### src/rtl/lza_string_preencoder_if.sv
// Handshake bundle between the operand-alignment stage, the string pre-encoder
// and the LZA detection tree. The slave modport is the pre-encoder's view.
interface lza_string_preencoder_if #(
    parameter int DATA_WIDTH = 8,
    parameter int TAG_WIDTH  = 4
);
    logic                  in_valid;
    logic                  in_ready;
    logic [DATA_WIDTH-1:0] in_a;
    logic [DATA_WIDTH-1:0] in_b;
    logic [TAG_WIDTH-1:0]  in_tag;
    logic                  out_valid;
    logic                  out_ready;
    logic [DATA_WIDTH-1:0] string_n;
    logic [DATA_WIDTH-1:0] string_z;
    logic [DATA_WIDTH-1:0] string_p;
    logic [TAG_WIDTH-1:0]  out_tag;
    logic                  out_all_zero;

    modport master (
        output in_valid, in_a, in_b, in_tag, out_ready,
        input  in_ready, out_valid, string_n, string_z, string_p, out_tag, out_all_zero
    );

    modport slave (
        input  in_valid, in_a, in_b, in_tag, out_ready,
        output in_ready, out_valid, string_n, string_z, string_p, out_tag, out_all_zero
    );
endinterface

### src/rtl/lza_string_preencoder.sv
// Two-stage valid/ready pipeline producing the signed-digit indicator strings
// (n/z/p) of A - B for the LZA detection tree. S0 holds the operands, S1 the
// strings; full back-pressure with a combinational in_ready path from out_ready.
module lza_string_preencoder #(
    parameter int DATA_WIDTH = 8,
    parameter int TAG_WIDTH  = 4
) (
    input logic                    clk,
    input logic                    rst_n,
    lza_string_preencoder_if.slave bus
);
    logic [DATA_WIDTH-1:0] s0_a_q, s0_b_q;
    logic [TAG_WIDTH-1:0]  s0_tag_q;
    logic                  s0_valid_q;

    logic [DATA_WIDTH-1:0] s1_n_q, s1_z_q, s1_p_q;
    logic [TAG_WIDTH-1:0]  s1_tag_q;
    logic                  s1_all_zero_q;
    logic                  s1_valid_q;

    logic [DATA_WIDTH-1:0] s1_n_d, s1_z_d, s1_p_d;
    logic                  s1_all_zero_d;
    logic                  s1_adv;
    logic                  s0_load;

    // Handshake: S1 advances when it is empty or being drained; S0 can take a
    // new pair when it is empty or its content moves into S1 this cycle.
    always_comb begin
        s1_adv       = s0_valid_q & (~s1_valid_q | bus.out_ready);
        bus.in_ready = ~s0_valid_q | s1_adv;
        s0_load      = bus.in_valid & bus.in_ready;
    end

    // Bitwise digit strings from the S0 operands; no carries involved.
    always_comb begin
        s1_n_d        = ~s0_a_q & s0_b_q;
        s1_z_d        = ~(s0_a_q ^ s0_b_q);
        s1_p_d        = s0_a_q & ~s0_b_q;
        s1_all_zero_d = &s1_z_d;
    end

    // Operand stage: load on accept, otherwise empty once drained into S1.
    always_ff @(posedge clk or negedge rst_n) begin
        if (!rst_n) begin
            s0_a_q     <= '0;
            s0_b_q     <= '0;
            s0_tag_q   <= '0;
            s0_valid_q <= 1'b0;
        end else if (s0_load) begin
            s0_a_q     <= bus.in_a;
            s0_b_q     <= bus.in_b;
            s0_tag_q   <= bus.in_tag;
            s0_valid_q <= 1'b1;
        end else if (s1_adv) begin
            s0_valid_q <= 1'b0;
        end
    end

    // String stage: load on advance, otherwise empty once the consumer takes it.
    // Data is held (not cleared) when emptied so outputs stay quiet.
    always_ff @(posedge clk or negedge rst_n) begin
        if (!rst_n) begin
            s1_n_q        <= '0;
            s1_z_q        <= '0;
            s1_p_q        <= '0;
            s1_tag_q      <= '0;
            s1_all_zero_q <= 1'b0;
            s1_valid_q    <= 1'b0;
        end else if (s1_adv) begin
            s1_n_q        <= s1_n_d;
            s1_z_q        <= s1_z_d;
            s1_p_q        <= s1_p_d;
            s1_tag_q      <= s0_tag_q;
            s1_all_zero_q <= s1_all_zero_d;
            s1_valid_q    <= 1'b1;
        end else if (bus.out_ready) begin
            s1_valid_q <= 1'b0;
        end
    end

    // Outputs come straight from the S1 registers.
    always_comb begin
        bus.out_valid    = s1_valid_q;
        bus.string_n     = s1_n_q;
        bus.string_z     = s1_z_q;
        bus.string_p     = s1_p_q;
        bus.out_tag      = s1_tag_q;
        bus.out_all_zero = s1_all_zero_q;
    end
endmodule

### src/flat_wrapper.sv
// flat-port wrapper written by rule: the top's interface ports become plain ports
module lza_string_preencoder_flat 
#(
    parameter int DATA_WIDTH = 8,
    parameter int TAG_WIDTH  = 4
)
  (clk, rst_n, bus_in_valid, bus_in_a, bus_in_b, bus_in_tag, bus_out_ready, bus_in_ready, bus_out_valid, bus_string_n, bus_string_z, bus_string_p, bus_out_tag, bus_out_all_zero);
  lza_string_preencoder_if #(.DATA_WIDTH(DATA_WIDTH), .TAG_WIDTH(TAG_WIDTH)) bus_i ();
  input logic clk;
  input logic rst_n;
  input wire logic [$bits(bus_i.in_valid)-1:0] bus_in_valid;
  input wire logic [$bits(bus_i.in_a)-1:0] bus_in_a;
  input wire logic [$bits(bus_i.in_b)-1:0] bus_in_b;
  input wire logic [$bits(bus_i.in_tag)-1:0] bus_in_tag;
  input wire logic [$bits(bus_i.out_ready)-1:0] bus_out_ready;
  output wire logic [$bits(bus_i.in_ready)-1:0] bus_in_ready;
  output wire logic [$bits(bus_i.out_valid)-1:0] bus_out_valid;
  output wire logic [$bits(bus_i.string_n)-1:0] bus_string_n;
  output wire logic [$bits(bus_i.string_z)-1:0] bus_string_z;
  output wire logic [$bits(bus_i.string_p)-1:0] bus_string_p;
  output wire logic [$bits(bus_i.out_tag)-1:0] bus_out_tag;
  output wire logic [$bits(bus_i.out_all_zero)-1:0] bus_out_all_zero;
  assign bus_i.in_valid = bus_in_valid;
  assign bus_i.in_a = bus_in_a;
  assign bus_i.in_b = bus_in_b;
  assign bus_i.in_tag = bus_in_tag;
  assign bus_i.out_ready = bus_out_ready;
  assign bus_in_ready = bus_i.in_ready;
  assign bus_out_valid = bus_i.out_valid;
  assign bus_string_n = bus_i.string_n;
  assign bus_string_z = bus_i.string_z;
  assign bus_string_p = bus_i.string_p;
  assign bus_out_tag = bus_i.out_tag;
  assign bus_out_all_zero = bus_i.out_all_zero;
  lza_string_preencoder #(.DATA_WIDTH(DATA_WIDTH), .TAG_WIDTH(TAG_WIDTH)) u_core (.clk(clk), .rst_n(rst_n), .bus(bus_i));
endmodule
### config.mk
export PLATFORM = sky130hd
export DESIGN_NAME = lza_string_preencoder_flat
export DESIGN_NICKNAME = d
export VERILOG_FILES = /design/src/rtl/lza_string_preencoder_if.sv /design/src/rtl/lza_string_preencoder.sv /design/src/flat_wrapper.sv
export SDC_FILE = /design/constraint.sdc
export NUM_CORES = 1
export LEC_CHECK = 0
export ABC_AREA = 1
export BUFFER_PORTS_ARGS = -buffer_cell sky130_fd_sc_hd__buf_2
export CAP_MARGIN = 20
export CORE_ASPECT_RATIO = 0.8
export CORE_MARGIN = 2
export CORE_UTILIZATION = 40
export CTS_BUF_LIST = sky130_fd_sc_hd__clkbuf_8
export DETAILED_ROUTE_END_ITERATION = 16
export SYNTH_ARGS = -nofsm -noshare
export SYNTH_HDL_FRONTEND = slang
export SYNTH_SLANG_ARGS = --single-unit
### constraint.sdc
create_clock -name clk -period 1.45 [get_ports clk]
set_input_delay 0.29 -clock clk [delete_from_list [all_inputs] [get_ports clk]]
set_output_delay 0.29 -clock clk [all_outputs]
set_load 0.02 [all_outputs]
Word-level counts from Yosys, hierarchy flattened
Index checks and enable logic that the tools add are counted. Widths: inputs -> output; s select.

Muxes and demuxes: 4. Bitwise operators: 12. Reduce and logical (&&, ||, !) cells: 3.

Operators by type and width (number): $not 8->8 (3); $and 8x8->8 (2); $reduce_and 8->1 (1); $xor 8x8->8 (1); $mux 1 (4); $reduce_bool 2->1 (2); $and 1x1->1 (2); $not 1->1 (2); $or 1x1->1 (2).

Input port bits: 24. Flip-flop bits (word level): 51. Output and inout bits: 31. Word-level logic and storage cells: 29.

Longest topological paths before layout
Word-level depth: 6. Gate-level depth with buffers: 7. Gate-level depth less buffers: 6.

Worst setup path before layout
No wires, ideal clock.

Path type: register -> output. From: reg u_core.s1_valid_q (netlist: u_core.bus.out_valid). To: out bus_in_ready. Arrival: 0.880 ns. Data required time: 1.160 ns. Path buffers: 1. Setup slack: 0.280 ns. Cell stages (with the launch flop): 3. Path through: dfrtp_1 -> nand3_1 -> buf_2.

Word-level cells in the longest chain between the ends: 4.

Ends and longest elaborated chain: start, declared (line lza_string_preencoder.sv:19) `logic s1_valid_q;`; start signal, assigned (line lza_string_preencoder.sv:68) `s1_valid_q <= 1'b0;`; start signal, assigned (line lza_string_preencoder.sv:75) `s1_valid_q <= 1'b1;`; start signal, assigned (line lza_string_preencoder.sv:77) `s1_valid_q <= 1'b0;`; $not 1->1 (line lza_string_preencoder.sv:29) `s1_adv = s0_valid_q & (~s1_valid_q | bus.out_ready);`; $or 1x1->1 (line lza_string_preencoder.sv:29); $and 1x1->1 (line lza_string_preencoder.sv:29); $or 1x1->1 (line lza_string_preencoder.sv:30) `bus.in_ready = ~s0_valid_q | s1_adv;`; end, declared (line flat_wrapper.sv:16) `output wire logic [$bits(bus_i.in_ready)-1:0] bus_in_ready;`.

Every way passes these cells.

Worst setup path in the final report
Ends and elaborated chain as after synthesis.

==> run_results.csv <==
group,metric,value,unit
run,drv_cap,0,
routing,ant_nets,0,
floorplanning,num_rows,24,
routing,detail_route.iter0.violations,96,
pwr,switching_share,34.9,%
floorplanning,die-area,6240,um^2
layout,final_cell_mix,"nand2_1 (135), buf_2 (54), dfrtp_1 (51), nand3_1 (22), inv_1 (18)",
floorplanning,die_h,71.1,um
min_path,hold_class,"in -> reg",
timing,hold_viol_final,0,
timing,slew_violations,0,
logic_synthesis,synthCells,257,
cts,cts_tree,"done",
timing,fmax,732,MHz
critical_path,cp_max_fo,4,
layout,area_delta_synth_final,23.1,%
critical_path,crit_start,"u_core.bus.out_valid",
logic_synthesis,synth_cell_types,10,
floorplanning,start_util,41.4,%
routing,dr_total_vias,1768,
routing,wire_per_inst,12.1,um
cts,cts_buffers,5,
placed_design,pre_cts_slack,339,ps
placed_design,placed_area,2650,um^2
routing,drc,0,
timing,finalCritPeriodShare,94.2,%
pwr,switchingPower,1.43,mW
routing,via_per_inst,4.50,
min_path,hold_start,"bus_in_tag[1]",
layout,drive_above_1_share,22.2,%
status,run_status,"completed",
logic_synthesis,avgSynthCellArea,8.75,um^2
layout,mostFrequentLayoutCell,"nand2_1",
layout,final_area,2770,um^2
cts,htreeDepth,2,
routing,dr.pass1.iters,4,
timing,min_period,1370,ps
critical_path,critPathSlowestCell,"dfrtp_1",
timing,fin_tns_setup,0,ps
critical_path,crit_chain,"nand3_1 > buf_2",
critical_path,cp-start-kind,"register",
logic_synthesis,ys_seq_area_share,56.7,%
timing,holdWs,202,ps
pwr,comb_power_share,29.5,%
timing,worstMarginPinSlew,274,ps
cts,cts.sink_count,51,
routing,wl,4770,um
layout,n_antenna_cell,0,
global_routing,antenna_found_initial,2,
pwr,p_int,2.68,mW
global_routing,grt_usage,17.1,%
layout,nets,354,
logic_synthesis,synth_fp_nets,297,
global_routing,grt_pass1_wl,8010,um
pwr,vdd_ir_drop_max,0.634,mV
critical_path,critical_path_class,"reg -> out",
cts,cts.clk_slew.worst_paths,90,ps
critical_path,r2r-end,"u_core.bus.out_all_zero",
global_routing,grt_pass1_vias,1704,
pwr,p_clk_share,24.2,%
placed_design,dp.final_hpwl,3300,um
logic_synthesis,synth_seq_cells,51,
critical_path,r2r_start,"u_core.s0_b_q[1]",
placed_design,routabilityCongestion,0.709,
logic_synthesis,synth_top_area_cell,"dfrtp_1",
critical_path,ff2ff_setup_slack,330,ps
timing,rsz0062_at_grt,"no",
timing,setup_viol_count_final,0,
timing,layout_setup_ws,83.4,ps
layout,fillerInstances,558,
pwr,power.density,1480,nW/um^2
floorplanning,core_area,5440,um^2
critical_path,slowest_delay,430,ps
timing,relSlewSlack,81.7,%
pwr,p_leak,1.63,nW
logic_synthesis,synth.area.top_cells,"dfrtp_1 (57%), nand2_1 (23%), ha_1 (8.9%)",
critical_path,r2r.worst_path.cells,6,
critical_path,worstPathArrival,1080,ps
global_routing,grt_max_degree,52,
logic_synthesis,netlist_area,2250,um^2
floorplanning,die_x,87.8,um
logic_synthesis,yosysTopAreaCellShare,56.7,%
logic_synthesis,ys_warn_count,0,
critical_path,end_kind,"output pin",
floorplanning,ios,55,
placed_design,port_buffers,54,
timing,final.setup_skew,7.01,ps
pwr,seq_power_share,46.3,%
global_routing,grt_overflow,0,
critical_path,cp-endpoint,"bus_in_ready",
cts,cts_root_buf,"clkbuf_8",
cts,worstSkewPairLatency,310,ps
critical_path,cp.required,1160,ps
cts,clockBufferDepth,2,
## layer usage
metal | up-vias | global-route usage, % | part of all wire, %
met4 | 2 | 7.18 | 2.3
li1 | 895 | - | -
met2 | 42 | 24.1 | 43
met1 | 817 | 24.7 | 49
met5 | - | 0 | 0.27
met3 | 12 | 4.78 | 5.2
## how the worst min path moves through the flow
stage	end	slack [ps]	cells past startpoint
2_1_floorplan	u_core.bus.out_all_zero	-6	0
3_3_place_gp	u_core.bus.string_n[3]	300	2
3_5_place_dp	u_core.bus.string_n[5]	310	2
4_1_cts	u_core.s0_tag_q[1]	200	3
5_1_grt	u_core.s0_tag_q[1]	220	3
6_report	u_core.s0_tag_q[1]	200	3
## state kept, by name, summed over array words and instances, names as in the netlist
name and flops:
u_core.s0_valid_q 1, u_core.bus.out_tag 4, u_core.s0_tag_q 4, u_core.bus.string_z 8, u_core.bus.out_valid 1, u_core.s0_b_q 8, u_core.bus.string_p 8, u_core.bus.out_all_zero 1
u_core.s0_a_q 8, u_core.bus.string_n 8
## power by group through the flow
| stage | sequential [mW] | combinational (mW) | clock, mW |
|---|---|---|---|
| 2_1_floorplan | 2.20 | 0.491 | 0 |
| 3_3_place_gp | 1.93 | 1.22 | 0 |
| 3_5_place_dp | 1.93 | 1.23 | 0 |
| 4_1_cts | 1.91 | 1.24 | 1.03 |
| 5_1_grt | 1.95 | 1.38 | 1.08 |
| 6_report | 1.90 | 1.21 | 0.996 |
## area by class of cell
cell class	count	area [um^2]	area share [%]
Clock inverter	3	43.8	1.58
Clock buffer	5	68.8	2.48
Timing Repair Buffer	62	383	13.8
Tap cell	78	97.6	3.52
Sequential cell	51	1280	46.1
Inverter	18	67.6	2.44
Multi-Input combinational cell	176	833	30.1
## timing repair
action,CTS,global route
setup buffers,0,0
hold buffers,1,0
gates resized for setup,0,0
endpoints found under the hold margin,51,0
## metrics by stage
| stage | cells | total power, mW | util (%) |
|---|---|---|---|
| global route | 393 | 4.40 | 51.0 |
| finish | 393 | 4.11 | 51.0 |
| global placement | 384 | 3.15 | 48.7 |
| CTS | 393 | 4.17 | 51.0 |
| floorplan | 257 | 2.69 | - |
| detailed placement | 384 | 3.17 | 48.7 |
## synth_stat cells
library cell / number
nand2_1: 135
buf_2: 4
ha_1: 16
nand3_1: 22
a21oi_2: 1
dfrtp_1: 51
inv_1: 18
clkbuf_1: 2
nor2_1: 2
buf_4: 6
## worst max-delay path: cells and delay by family (launching register included)
family	cells	cell delay, ps
simple gates	1	160
flops	1	430
buf+inv	1	190
## logic make-up (layout without fill, tap and decap cells)
kind of cell / count (synthesis) / count (layout) / synth area share [%]
buffers and inverters: 30 / 88 / 6.23
and+or+nand+nor: 159 / 159 / 27.8
AOI/OAI and AO/OA: 1 / 1 / 0.389
adders and majority gates: 16 / 16 / 8.90
DFF: 51 / 51 / 56.7
(Power assumes the default switching activity.)
